File: config.mk
export PLATFORM = sky130hd
export DESIGN_NAME = multipack_assembler
export DESIGN_NICKNAME = d
export VERILOG_FILES = /design/src/rtl/multipack_assembler.sv
export SDC_FILE = /design/constraint.sdc
export NUM_CORES = 1
export LEC_CHECK = 0
export BUFFER_PORTS_ARGS = -buffer_cell sky130_fd_sc_hd__buf_2
export CORE_AREA = 2 2 320 290
export DETAILED_ROUTE_END_ITERATION = 12
export DIE_AREA = 0 0 322 292
export SLEW_MARGIN = 20
export SYNTH_ARGS = -nofsm -noshare
export SYNTH_HDL_FRONTEND = slang
export SYNTH_SLANG_ARGS = --single-unit
File: constraint.sdc
create_clock -name clk -period 5.4 [get_ports clk]
set_input_delay 1.08 -clock clk [delete_from_list [all_inputs] [get_ports clk]]
set_output_delay 1.08 -clock clk [all_outputs]
set_load 0.005 [all_outputs]
File: src/rtl/multipack_assembler.sv
// Byte-stream to packed-record assembler: packs 8-bit elements MSB-first into a
// (3+NUM_D)x64-bit record and presents it on a registered valid/ready output.
module multipack_assembler #(
  parameter  int NUM_D = 3,
  localparam int BYTES = 8 * (3 + NUM_D),
  localparam int W     = 8 * BYTES,
  localparam int LW    = $clog2(BYTES + 1)
) (
  input  logic          clk,
  input  logic          rst,
  input  logic          in_valid,
  output logic          in_ready,
  input  logic [7:0]    in_data,
  input  logic          in_last,
  output logic          out_valid,
  input  logic          out_ready,
  output logic [W-1:0]  out_data,
  output logic [LW-1:0] out_len
);

  localparam int SHW = $clog2(W) + 1;

  typedef enum logic [0:0] {
    ST_FILL = 1'b0,
    ST_HOLD = 1'b1
  } state_e;

  state_e        state_q, state_d;
  logic [W-1:0]  asm_q, asm_d;
  logic [LW-1:0] cnt_q, cnt_d;
  logic          out_valid_q, out_valid_d;
  logic [W-1:0]  out_data_q, out_data_d;
  logic [LW-1:0] out_len_q, out_len_d;

  logic          accept_s;
  logic          drain_s;
  logic          slot_free_s;
  logic          complete_s;
  logic [LW-1:0] len_s;
  logic [SHW-1:0] shamt_s;
  logic [W-1:0]  asm_wr_s;

  // Outputs are forced to their reset values while rst is high so nothing transfers.
  assign in_ready  = (state_q == ST_FILL) && !rst;
  assign out_valid = out_valid_q && !rst;
  assign out_data  = rst ? {W{1'b0}} : out_data_q;
  assign out_len   = rst ? {LW{1'b0}} : out_len_q;

  assign accept_s    = in_valid && in_ready;
  assign drain_s     = out_valid_q && out_ready;
  assign slot_free_s = !out_valid_q || out_ready;
  assign complete_s  = accept_s && ((cnt_q == LW'(BYTES - 1)) || in_last);
  assign len_s       = cnt_q + {{(LW-1){1'b0}}, 1'b1};

  // Unwritten bytes of asm are always zero, so OR-ing the shifted byte in is a write.
  assign shamt_s  = SHW'(W - 8) - SHW'({cnt_q, 3'b000});
  assign asm_wr_s = asm_q | ({{(W-8){1'b0}}, in_data} << shamt_s);

  // Next-state, assembly buffer and output slot update.
  always_comb begin
    state_d     = state_q;
    asm_d       = asm_q;
    cnt_d       = cnt_q;
    out_valid_d = out_valid_q && !out_ready;
    out_data_d  = out_data_q;
    out_len_d   = out_len_q;
    case (state_q)
      ST_FILL: begin
        if (accept_s) begin
          if (complete_s) begin
            if (slot_free_s) begin
              out_data_d  = asm_wr_s;
              out_len_d   = len_s;
              out_valid_d = 1'b1;
              asm_d       = {W{1'b0}};
              cnt_d       = {LW{1'b0}};
            end else begin
              // cnt doubles as the latched length while the record waits in HOLD.
              asm_d   = asm_wr_s;
              cnt_d   = len_s;
              state_d = ST_HOLD;
            end
          end else begin
            asm_d = asm_wr_s;
            cnt_d = len_s;
          end
        end else begin
          state_d = ST_FILL;
        end
      end
      ST_HOLD: begin
        if (drain_s) begin
          out_data_d  = asm_q;
          out_len_d   = cnt_q;
          out_valid_d = 1'b1;
          asm_d       = {W{1'b0}};
          cnt_d       = {LW{1'b0}};
          state_d     = ST_FILL;
        end else begin
          state_d = ST_HOLD;
        end
      end
      default: begin
        state_d = ST_FILL;
      end
    endcase
  end

  // State and datapath registers with synchronous reset.
  always_ff @(posedge clk) begin
    if (rst) begin
      state_q     <= ST_FILL;
      asm_q       <= {W{1'b0}};
      cnt_q       <= {LW{1'b0}};
      out_valid_q <= 1'b0;
      out_data_q  <= {W{1'b0}};
      out_len_q   <= {LW{1'b0}};
    end else begin
      state_q     <= state_d;
      asm_q       <= asm_d;
      cnt_q       <= cnt_d;
      out_valid_q <= out_valid_d;
      out_data_q  <= out_data_d;
      out_len_q   <= out_len_d;
    end
  end

endmodule

==> flow_metrics.py, run 1 <==
metrics = {
    "grt": {
        "grt_pass1_wl_um": 157400,
        "antenna_found_initial": 7,
        "grt_pass1_vias": 24909,
        "grt_usage_pct": 21.68,
        "grt_max_degree": 206,
        "grt_overflow": 0,
    },
    "logic_synthesis": {
        "ys_top_cells_by_area": "dfxtp_1 (50%), nor2_1 (9.4%), a211oi_1 (9.3%), nor2b_1 (8.0%), nor3_1 (6.2%)",
        "async_flop_share_pct": 0,
        "yosys.area.top_type": "dfxtp_1",
        "syn_nets": 3701,
        "synth-seq-cells": 782,
        "synth_edf_count": 0,
        "synthCells": 3685,
        "ys_types": 58,
        "synth_area_um2": 31480,
        "synth_warnings": 0,
        "synth_flop_cell": "dfxtp_1",
        "netlist.area_leader.share_pct": 49.73,
        "syn_avg_cell_area_um2": 8.543,
        "yosysSeqAreaShare_pct": 49.73,
    },
    "min_path": {
        "min_path_type": "flop to flop",
    },
    "cts": {
        "cts-resized-gates": 0,
        "cts_tree": "built",
        "clk_pin_slew_ns": 0.06,
        "cts_buffers": 84,
        "clockRootBuffer": "clkbuf_16",
        "clock_latency_ns": 0.64,
        "cts_setup_buffers": 0,
        "clock_sinks": 782,
        "h-tree-depth": 3,
        "cts_hold_buf": 0,
        "cts_buffer_depth": 3,
    },
    "layout": {
        "drive_gt1_share_pct": 17.56,
        "syn_to_final_growth_pct": 17.29,
        "antenna_cells": 0,
        "fill_cells": 9161,
        "nets": 3869,
        "design_area_um2": 36930,
        "regArea_um2": 15660,
        "stdcell_count": 5096,
        "utilization_pct": 40.73,
        "multi_input_area_um2": 14230,
    },
    "placement": {
        "dpl.hpwl_um": 67490,
        "dp_cells": 4944,
        "gp_congestion": 0.7967,
        "placed_area_um2": 33960,
        "dp_slack_ns": 1.688,
        "port_buffers": 404,
    },
    "floorplanning": {
        "initial_core_util_pct": 34.73,
        "core_um2": 90650,
        "fp.dieH_um": 292,
        "row_count": 105,
        "io_pins": 405,
        "dieWidth_um": 322,
        "die_area_um2": 94020,
    },
    "critical_path": {
        "r2r_start": "cnt_q[4]$_SDFFE_PP0P_",
        "cp_max_fo": 201,
        "r2r_cells": 6,
        "critPathRequiredTime_ns": 4.32,
        "cpPeakStageDelay_ns": 0.56,
        "crit_path_end": "out_data[242]",
        "crit_start": "rst",
        "cp.arrival_ns": 2.69,
        "cp_cell_sequence": "buf_8 -> buf_12 -> nor2b_1 -> buf_2",
        "worstSetupPathType": "primary input to primary output",
        "rrSetupSlack_ns": 1.82,
        "cp-start-kind": "primary input",
        "worst_path_max_delay_cell": "buf_12",
        "r2r_end": "out_data_q[154]$_SDFFE_PP0P_",
        "endpoint_kind": "primary output",
    },
    "timing": {
        "tns_ns": 0,
        "period_share_pct": 69.89,
        "rsz0062_at_grt": "false",
        "hold-worst-slack_ns": 0.4524,
        "skew_ns": 0.02918,
        "hold_viol_final": 0,
        "slew_violations": 0,
        "finalSetupViolCount": 0,
        "max_slew_margin_pct": 20.75,
        "max_slew.worst_pin.slew_ns": 1.189,
        "timing.final.ws_setup_ns": 1.626,
        "fmax_mhz": 265.0,
        "finalCriticalPeriod_ns": 3.774,
    },
    "drt": {
        "via_per_inst": 5.286,
        "wl_per_cell_um": 20.68,
        "vias": 26938,
        "detail_route.wirelength_um": 105400,
        "ant_nets": 0,
        "first_iter_violations": 1985,
        "drc": 0,
        "dr.pass1.iters": 5,
    },
    "run": {
        "max_cap_violations": 0,
    },
    "pwr": {
        "ir_drop_uv": 202.6,
        "power.leakage_nw": 13.62,
        "total_power_mw": 13.20,
        "power-per-cell-area_nw_per_um2": 357.5,
    },
    "outcome": {
        "status": "finished clean",
    },
}
[synthesized netlist by cell type (7+ instances only)]
cell,n
nor2_1,789
dfxtp_1,782
nor3b_1,9
buf_2,131
clkbuf_1,215
a211oi_1,390
a211oi_4,14
and3_1,9
buf_6,9
and2_1,10
nand2b_1,7
and2_0,15
buf_4,7
a2111oi_4,12
clkbuf_2,8
nor3_2,9
nor3_1,393
a21oi_1,316
nor2b_1,402
a31oi_1,77
[power breakdown]
group          internal, mW  total, mW  switching [mW]
registers              5.93       6.03           0.105
clock network          3.66       6.15            2.49
logic                 0.325       1.02           0.691
[layout make-up]
cell class	count	area share (%)
multi-input combinational	2524	38.54
clock buffer	112	6.580
timing repair buffer	458	7.041
clock inverter	40	1.413
inverter	3	0.03050
sequential	782	42.41
tap	1177	3.988
[kinds of logic after synthesis]
kind of cell	synth area share (%)
flops	49.73
compound gates	18.30
xor+xnor	0.1113
simple gates	26.27
buf+inv	5.473
fa+ha+maj	0.1192
[worst min path at each step]
stage                                    startpoint                        end  cells after the start
final                     out_len_q[0]$_SDFFE_PP0P_  out_len_q[0]$_SDFFE_PP0P_                      2
after floorplan           out_len_q[0]$_SDFFE_PP0P_  out_len_q[0]$_SDFFE_PP0P_                      2
after global placement    out_len_q[0]$_SDFFE_PP0P_  out_len_q[0]$_SDFFE_PP0P_                      2
after detailed placement  out_len_q[0]$_SDFFE_PP0P_  out_len_q[0]$_SDFFE_PP0P_                      2
after global routing      out_len_q[0]$_SDFFE_PP0P_  out_len_q[0]$_SDFFE_PP0P_                      2
after CTS                 out_len_q[0]$_SDFFE_PP0P_  out_len_q[0]$_SDFFE_PP0P_                      2
[critical path: cells and delay by family]
family	cells	cell delay [ns]
and+or+nand+nor	1	0.12
buffers and inverters	3	1.18
[cells in the final DEF, fill, tap and decap left out, types with 6 or more instances in the layout]
master      instances
nand2b_1            7
nand2_1             6
a211oi_4           14
buf_2             403
clkbuf_8           18
and2_1             10
and3_1              9
nor2_1            788
nor2b_2             6
a2111oi_4          12
clkinvlp_4          6
and2_0             15
nor3_2             11
buf_4              41
clkbuf_1            8
a211oi_1          390
buf_12             13
nor2_2              6
nor3b_1             8
a31oi_1            77
nor2b_1           394
clkbuf_16          86
clkinv_2           14
dfxtp_1           779
bufinv_16          10
a21oi_1           316
nor3_1            389
[registers in the layout (all words and copies together) (netlist names)]
signal	count
out_data_q	384
cnt_q	6
out_valid_q	1
out_len_q	6
state_q	1
asm_q	384
[layer usage]
metal	GRT usage (%)	wire length, um
met1	30.26	49040
met2	34.52	48220
met3	3.218	5363
met4	6.417	2771
met5	0	13
Power figures use the tool's default switching activity.
==> run 2: changes to the inputs <==
- clock period: 5.4 -> 3.6 ns (I/O delays scaled with it)
==> run 2 against run 1 <==
Via count up 0.58%. Power rose by 46%. Core utilization up 0.10 points. Global-route usage about the same. Final cell count grew 0.71%. Setup slack lost 1.2 ns. Sequential cell count stayed put. Register-to-register slack got worse by 1.4 ns. Worst hold slack got worse by 0.080 ns. Clock power increased by 41%. Critical path type is now flop to flop. Critical endpoint is now out_data_q[272]$_SDFFE_PP0P_.
==> flow_metrics.py, run 2 (synthesized netlist as in run 1, its figures left out) <==
metrics = {
    "cts": {
        "cts_setup_buffers": 0,
        "cts_hold_buf": 0,
        "cts_tree": "built",
        "clk_pin_slew_ns": 0.06,
        "cts-resized-gates": 0,
        "clock_sinks": 782,
        "cts_buffer_depth": 3,
        "clock_latency_ns": 0.65,
        "cts_buffers": 85,
        "h-tree-depth": 3,
        "clockRootBuffer": "clkbuf_16",
    },
    "drt": {
        "wl_per_cell_um": 20.58,
        "dr.pass1.iters": 5,
        "first_iter_violations": 2252,
        "via_per_inst": 5.279,
        "vias": 27093,
        "detail_route.wirelength_um": 105600,
        "ant_nets": 0,
        "drc": 0,
    },
    "layout": {
        "stdcell_count": 5132,
        "final_common_cell": "nor2_1",
        "syn_to_final_growth_pct": 17.58,
        "regArea_um2": 15660,
        "reg_top3": "asm_q: 384 flops, out_data_q: 384 flops",
        "multi_input_area_um2": 14200,
        "fill_cells": 9191,
        "nets": 3901,
        "drive_gt1_share_pct": 17.91,
        "layout_common_cells": "nor2_1 (788), dfxtp_1 (779), buf_2 (403), nor2b_1 (394)",
    },
    "min_path": {
        "holdPathStages": 2,
        "min_path_type": "primary input to flop",
        "holdPathEnd": "state_q$_SDFF_PP0_",
        "hold_start": "out_ready",
    },
    "grt": {
        "grt_max_degree": 200,
        "grt_overflow": 0,
        "grt_usage_pct": 21.66,
        "grt_pass1_wl_um": 157700,
        "antenna_found_initial": 7,
        "grt_pass1_vias": 24731,
    },
    "critical_path": {
        "endpoint_kind": "flop",
        "critPathRequiredTime_ns": 4.10,
        "worst-path-stages": 6,
        "r2r_start": "cnt_q[1]$_SDFFE_PP0P_",
        "cpPeakStageDelay_ns": 0.63,
        "worstSetupPathType": "flop to flop",
        "crit_buf_inv": 1,
        "r2r_cells": 6,
        "cp_cell_sequence": "ha_1 -> a41o_1 -> a41oi_4 -> buf_12 -> a211oi_1 -> nor3_1",
        "rrSetupSlack_ns": 0.46,
        "cp.arrival_ns": 3.64,
        "cp_max_fo": 144,
        "worst_path_max_delay_cell": "dfxtp_1",
        "r2r_end": "out_data_q[272]$_SDFFE_PP0P_",
        "cp-start-kind": "flop",
        "path_delay_family": "compound AO/OA/AOI/OAI gates",
    },
    "run": {
        "max_cap_violations": 0,
    },
    "placement": {
        "dp_cells": 4975,
        "dpl.hpwl_um": 68210,
        "dp_slack_ns": 0.6171,
        "gp_congestion": 0.7949,
        "port_buffers": 404,
    },
    "timing": {
        "hold_viol_final": 0,
        "rsz0062_at_grt": "false",
        "slew_violations": 0,
        "tns_ns": 0,
        "finalSetupViolCount": 0,
        "skew_ns": 0.02651,
        "fmax_mhz": 318.1,
        "hold-worst-slack_ns": 0.3721,
        "max_slew.worst_pin.slew_ns": 1.032,
        "timing.final.ws_setup_ns": 0.4560,
        "finalCriticalPeriod_ns": 3.144,
        "max_slew_margin_pct": 31.23,
        "period_share_pct": 87.33,
    },
    "floorplanning": {
        "fp.dieH_um": 292,
        "die_area_um2": 94020,
        "core_um2": 90650,
        "io_pins": 405,
        "dieWidth_um": 322,
        "initial_core_util_pct": 34.73,
        "row_count": 105,
    },
    "pwr": {
        "total_power_mw": 19.25,
        "p_seq_share_pct": 47.0,
        "power.leakage_nw": 13.70,
        "power.share.clock_pct": 45.0,
        "switching_share_pct": 25.13,
        "p_sw_mw": 4.837,
        "intPower_mw": 14.42,
        "combinationalPowerShare_pct": 8.0,
        "power-per-cell-area_nw_per_um2": 520.1,
        "ir_drop_uv": 314.9,
    },
    "outcome": {
        "status": "finished clean",
    },
}
-- run 2: changes by cell type in the layout (fill, tap and decap cells not counted), moves of 2 or more --
cell	previous run	this run
diode_2	0	3
clkbuf_8	18	20
buf_12	13	18
nor2b_4	2	0
buf_4	41	67
clkbuf_16	86	89
nor2b_2	6	8
clkbuf_1	8	19
bufinv_16	10	1
inv_6	5	3
-- run 2: worst max path at each step --
stage,start,end,slack [ns]
final,cnt_q[1]$_SDFFE_PP0P_,out_data_q[272]$_SDFFE_PP0P_,0.46
after global routing,cnt_q[1]$_SDFFE_PP0P_,out_data_q[83]$_SDFFE_PP0P_,0.39
after CTS,cnt_q[1]$_SDFFE_PP0P_,out_data_q[337]$_SDFFE_PP0P_,0.63
after detailed placement,rst,asm_q[313]$_SDFFE_PP0P_,0.62
after global placement,rst,asm_q[215]$_SDFFE_PP0P_,0.65
after floorplan,cnt_q[4]$_SDFFE_PP0P_,asm_q[248]$_SDFFE_PP0P_,0.95
-- run 2: metrics by stage --
stage                     utilization, %  cell area (um2)
after global routing               40.83            37010
after CTS                          40.83            37010
after global placement             37.77            34230
final                              40.84            37020
after floorplan                        -            31480
after detailed placement           37.77            34230
-- run 2: final cells by class --
| class | count | share of cell area (%) |
|---|---|---|
| flip-flops and latches | 782 | 42.30 |
| clock buffers | 128 | 6.953 |
| well taps | 1177 | 3.978 |
| inverters | 3 | 0.03042 |
| multi-input cells | 2524 | 38.35 |
| clock inverters | 26 | 0.5442 |
| diodes | 3 | 0.02028 |
| repair buffers | 489 | 7.822 |
-- run 2: power by group through the flow --
stage	registers [mW]	clock network (mW)	logic, mW
2_1_floorplan	9.15	0	1.04
3_3_place_gp	9.24	0	1.53
3_5_place_dp	9.24	0	1.54
4_1_cts	9.05	8.87	1.55
5_1_grt	9.07	9.21	1.68
6_report	9.05	8.67	1.54
-- run 2: metal layers --
| metal | wire (um) | vias to the layer above | share of wire, % | GRT usage, % |
|---|---|---|---|---|
| li1 | - | 13138 | - | - |
| met1 | 49370 | 13048 | 47 | 30.90 |
| met2 | 48090 | 753 | 46 | 33.75 |
| met3 | 5694 | 152 | 5.4 | 3.454 |
| met4 | 2471 | 2 | 2.3 | 5.927 |
| met5 | 11 | - | 0.010 | 0 |
==> run 3: changes to the inputs <==
- MAX_ROUTING_LAYER: default -> met4
==> run 3 against run 2 <==
Worst hold slack lost 0.0060 ns. Sequential cell count did not move. Die area did not move. Routed wire length is essentially flat. Maximum frequency up 3.3%. Clock power hardly changed. Sequential share of layout area is the same. Global-route usage is 0.65 points higher. Power is essentially flat. Final cell count unchanged. Setup slack better by 0.10 ns. Largest power group unchanged.
==> flow_metrics.py, run 3 (synthesized netlist as in run 1, its figures left out) <==
metrics = {
    "critical_path": {
        "worstSetupPathType": "flop to flop",
        "cp-start-kind": "flop",
        "cp_max_fo": 144,
        "critPathRequiredTime_ns": 4.09,
        "rrSetupSlack_ns": 0.56,
        "cp.arrival_ns": 3.54,
        "endpoint_kind": "flop",
        "crit_start": "cnt_q[1]$_SDFFE_PP0P_",
        "r2r_start": "cnt_q[1]$_SDFFE_PP0P_",
    },
    "pwr": {
        "power-per-cell-area_nw_per_um2": 520.2,
        "ir_drop_uv": 314.3,
        "power.leakage_nw": 13.70,
    },
    "min_path": {
        "hold_start": "out_ready",
        "min_path_type": "primary input to flop",
    },
    "timing": {
        "max_slew.worst_pin.slew_ns": 1.049,
        "hold_viol_final": 0,
        "rsz0062_at_grt": "false",
        "finalCriticalPeriod_ns": 3.043,
        "max_slew_margin_pct": 30.08,
        "slew_violations": 0,
        "period_share_pct": 84.53,
        "tns_ns": 0,
        "skew_ns": 0.02638,
        "finalSetupViolCount": 0,
        "fmax_mhz": 328.6,
    },
    "layout": {
        "layout_common_cells": "nor2_1 (788), dfxtp_1 (779), buf_2 (403), nor2b_1 (394)",
        "syn_to_final_growth_pct": 17.58,
        "fill_cells": 9191,
        "final_common_cell": "nor2_1",
        "nets": 3901,
        "utilization_pct": 40.84,
        "drive_gt1_share_pct": 17.91,
        "reg_top3": "asm_q: 384 flops, out_data_q: 384 flops",
    },
    "floorplanning": {
        "initial_core_util_pct": 34.73,
        "io_pins": 405,
        "die_area_um2": 94020,
        "row_count": 105,
        "dieWidth_um": 322,
        "fp.dieH_um": 292,
        "core_um2": 90650,
    },
    "cts": {
        "clock_latency_ns": 0.65,
        "cts_tree": "built",
        "cts_buffers": 85,
        "cts-resized-gates": 0,
        "cts_buffer_depth": 3,
        "clk_pin_slew_ns": 0.06,
        "cts_setup_buffers": 0,
        "h-tree-depth": 3,
        "clock_sinks": 782,
        "clockRootBuffer": "clkbuf_16",
        "cts_hold_buf": 0,
    },
    "drt": {
        "via_per_inst": 5.270,
        "dr.pass1.iters": 5,
        "ant_nets": 0,
        "detail_route.wirelength_um": 105600,
        "drc": 0,
        "vias": 27047,
        "wl_per_cell_um": 20.57,
        "first_iter_violations": 2161,
    },
    "grt": {
        "grt_usage_pct": 22.31,
        "antenna_found_initial": 7,
        "grt_pass1_wl_um": 157700,
        "grt_max_degree": 200,
        "grt_overflow": 0,
        "grt_pass1_vias": 24706,
    },
    "placement": {
        "port_buffers": 404,
        "dpl.hpwl_um": 68210,
        "gp_congestion": 0.8069,
    },
    "run": {
        "max_cap_violations": 0,
    },
    "outcome": {
        "status": "finished clean",
    },
}
run 3: path summary, 6_finish.rpt:
kind,endpoint,cells after the start
hold / removal,state_q$_SDFF_PP0_,2
setup reg to reg,out_data_q[272]$_SDFFE_PP0P_,6
setup / recovery,out_data_q[272]$_SDFFE_PP0P_,6
hold reg to reg,out_len_q[0]$_SDFFE_PP0P_,2
run 3: through the flow:
step | std cells | hold slack, ns | power, mW | worst slack (ns) | cell area [um2]
global placement | 4975 | 0.4389 | 10.77 | 0.6526 | 34230
detailed placement | 4975 | 0.4503 | 10.78 | 0.6171 | 34230
CTS | 5129 | 0.3294 | 19.46 | 0.6302 | 37010
floorplan | 3685 | 0.4274 | 10.20 | 0.9506 | 31480
finish | 5132 | 0.3661 | 19.26 | 0.5569 | 37020
global route | 5131 | 0.3686 | 19.96 | 0.4053 | 37010
run 3: critical path, stage by stage, from the launching register on:
cell      delay (ns)
dfxtp_1         0.64
ha_1            0.40
a41o_1          0.47
a41oi_4         0.23
buf_12          0.25
a211oi_1        0.57
nor3_1          0.09
run 3: area by class of cell:
| cell class | instances | area [um2] | area share [%] |
|---|---|---|---|
| multi-input combinational | 2524 | 14200 | 38.35 |
| timing repair buffer | 489 | 2895 | 7.822 |
| sequential | 782 | 15660 | 42.30 |
| inverter | 3 | 11.26 | 0.03042 |
| tap | 1177 | 1473 | 3.978 |
| antenna | 3 | 7.507 | 0.02028 |
| clock inverter | 26 | 201.4 | 0.5442 |
| clock buffer | 128 | 2574 | 6.953 |
run 3: layer usage:
metal  routed length [um]  vias to the layer above  part of all wire [%]  GRT usage [%]
met1                49140                    12982                    47          30.95
met4                 2700                        0                   2.6          6.177
met2                48080                      763                    46          33.66
li1                     -                    13144                     -              -
met3                 5666                      158                   5.4          3.371
met5                    0                        -                     0              -
run 3: report_power, final:
group	total, mW	switching (mW)	internal, mW	leakage (nW)
logic	1.54	1.04	0.501	5.99
registers	9.05	0.154	8.89	6.34
clock network	8.67	3.65	5.02	1.36
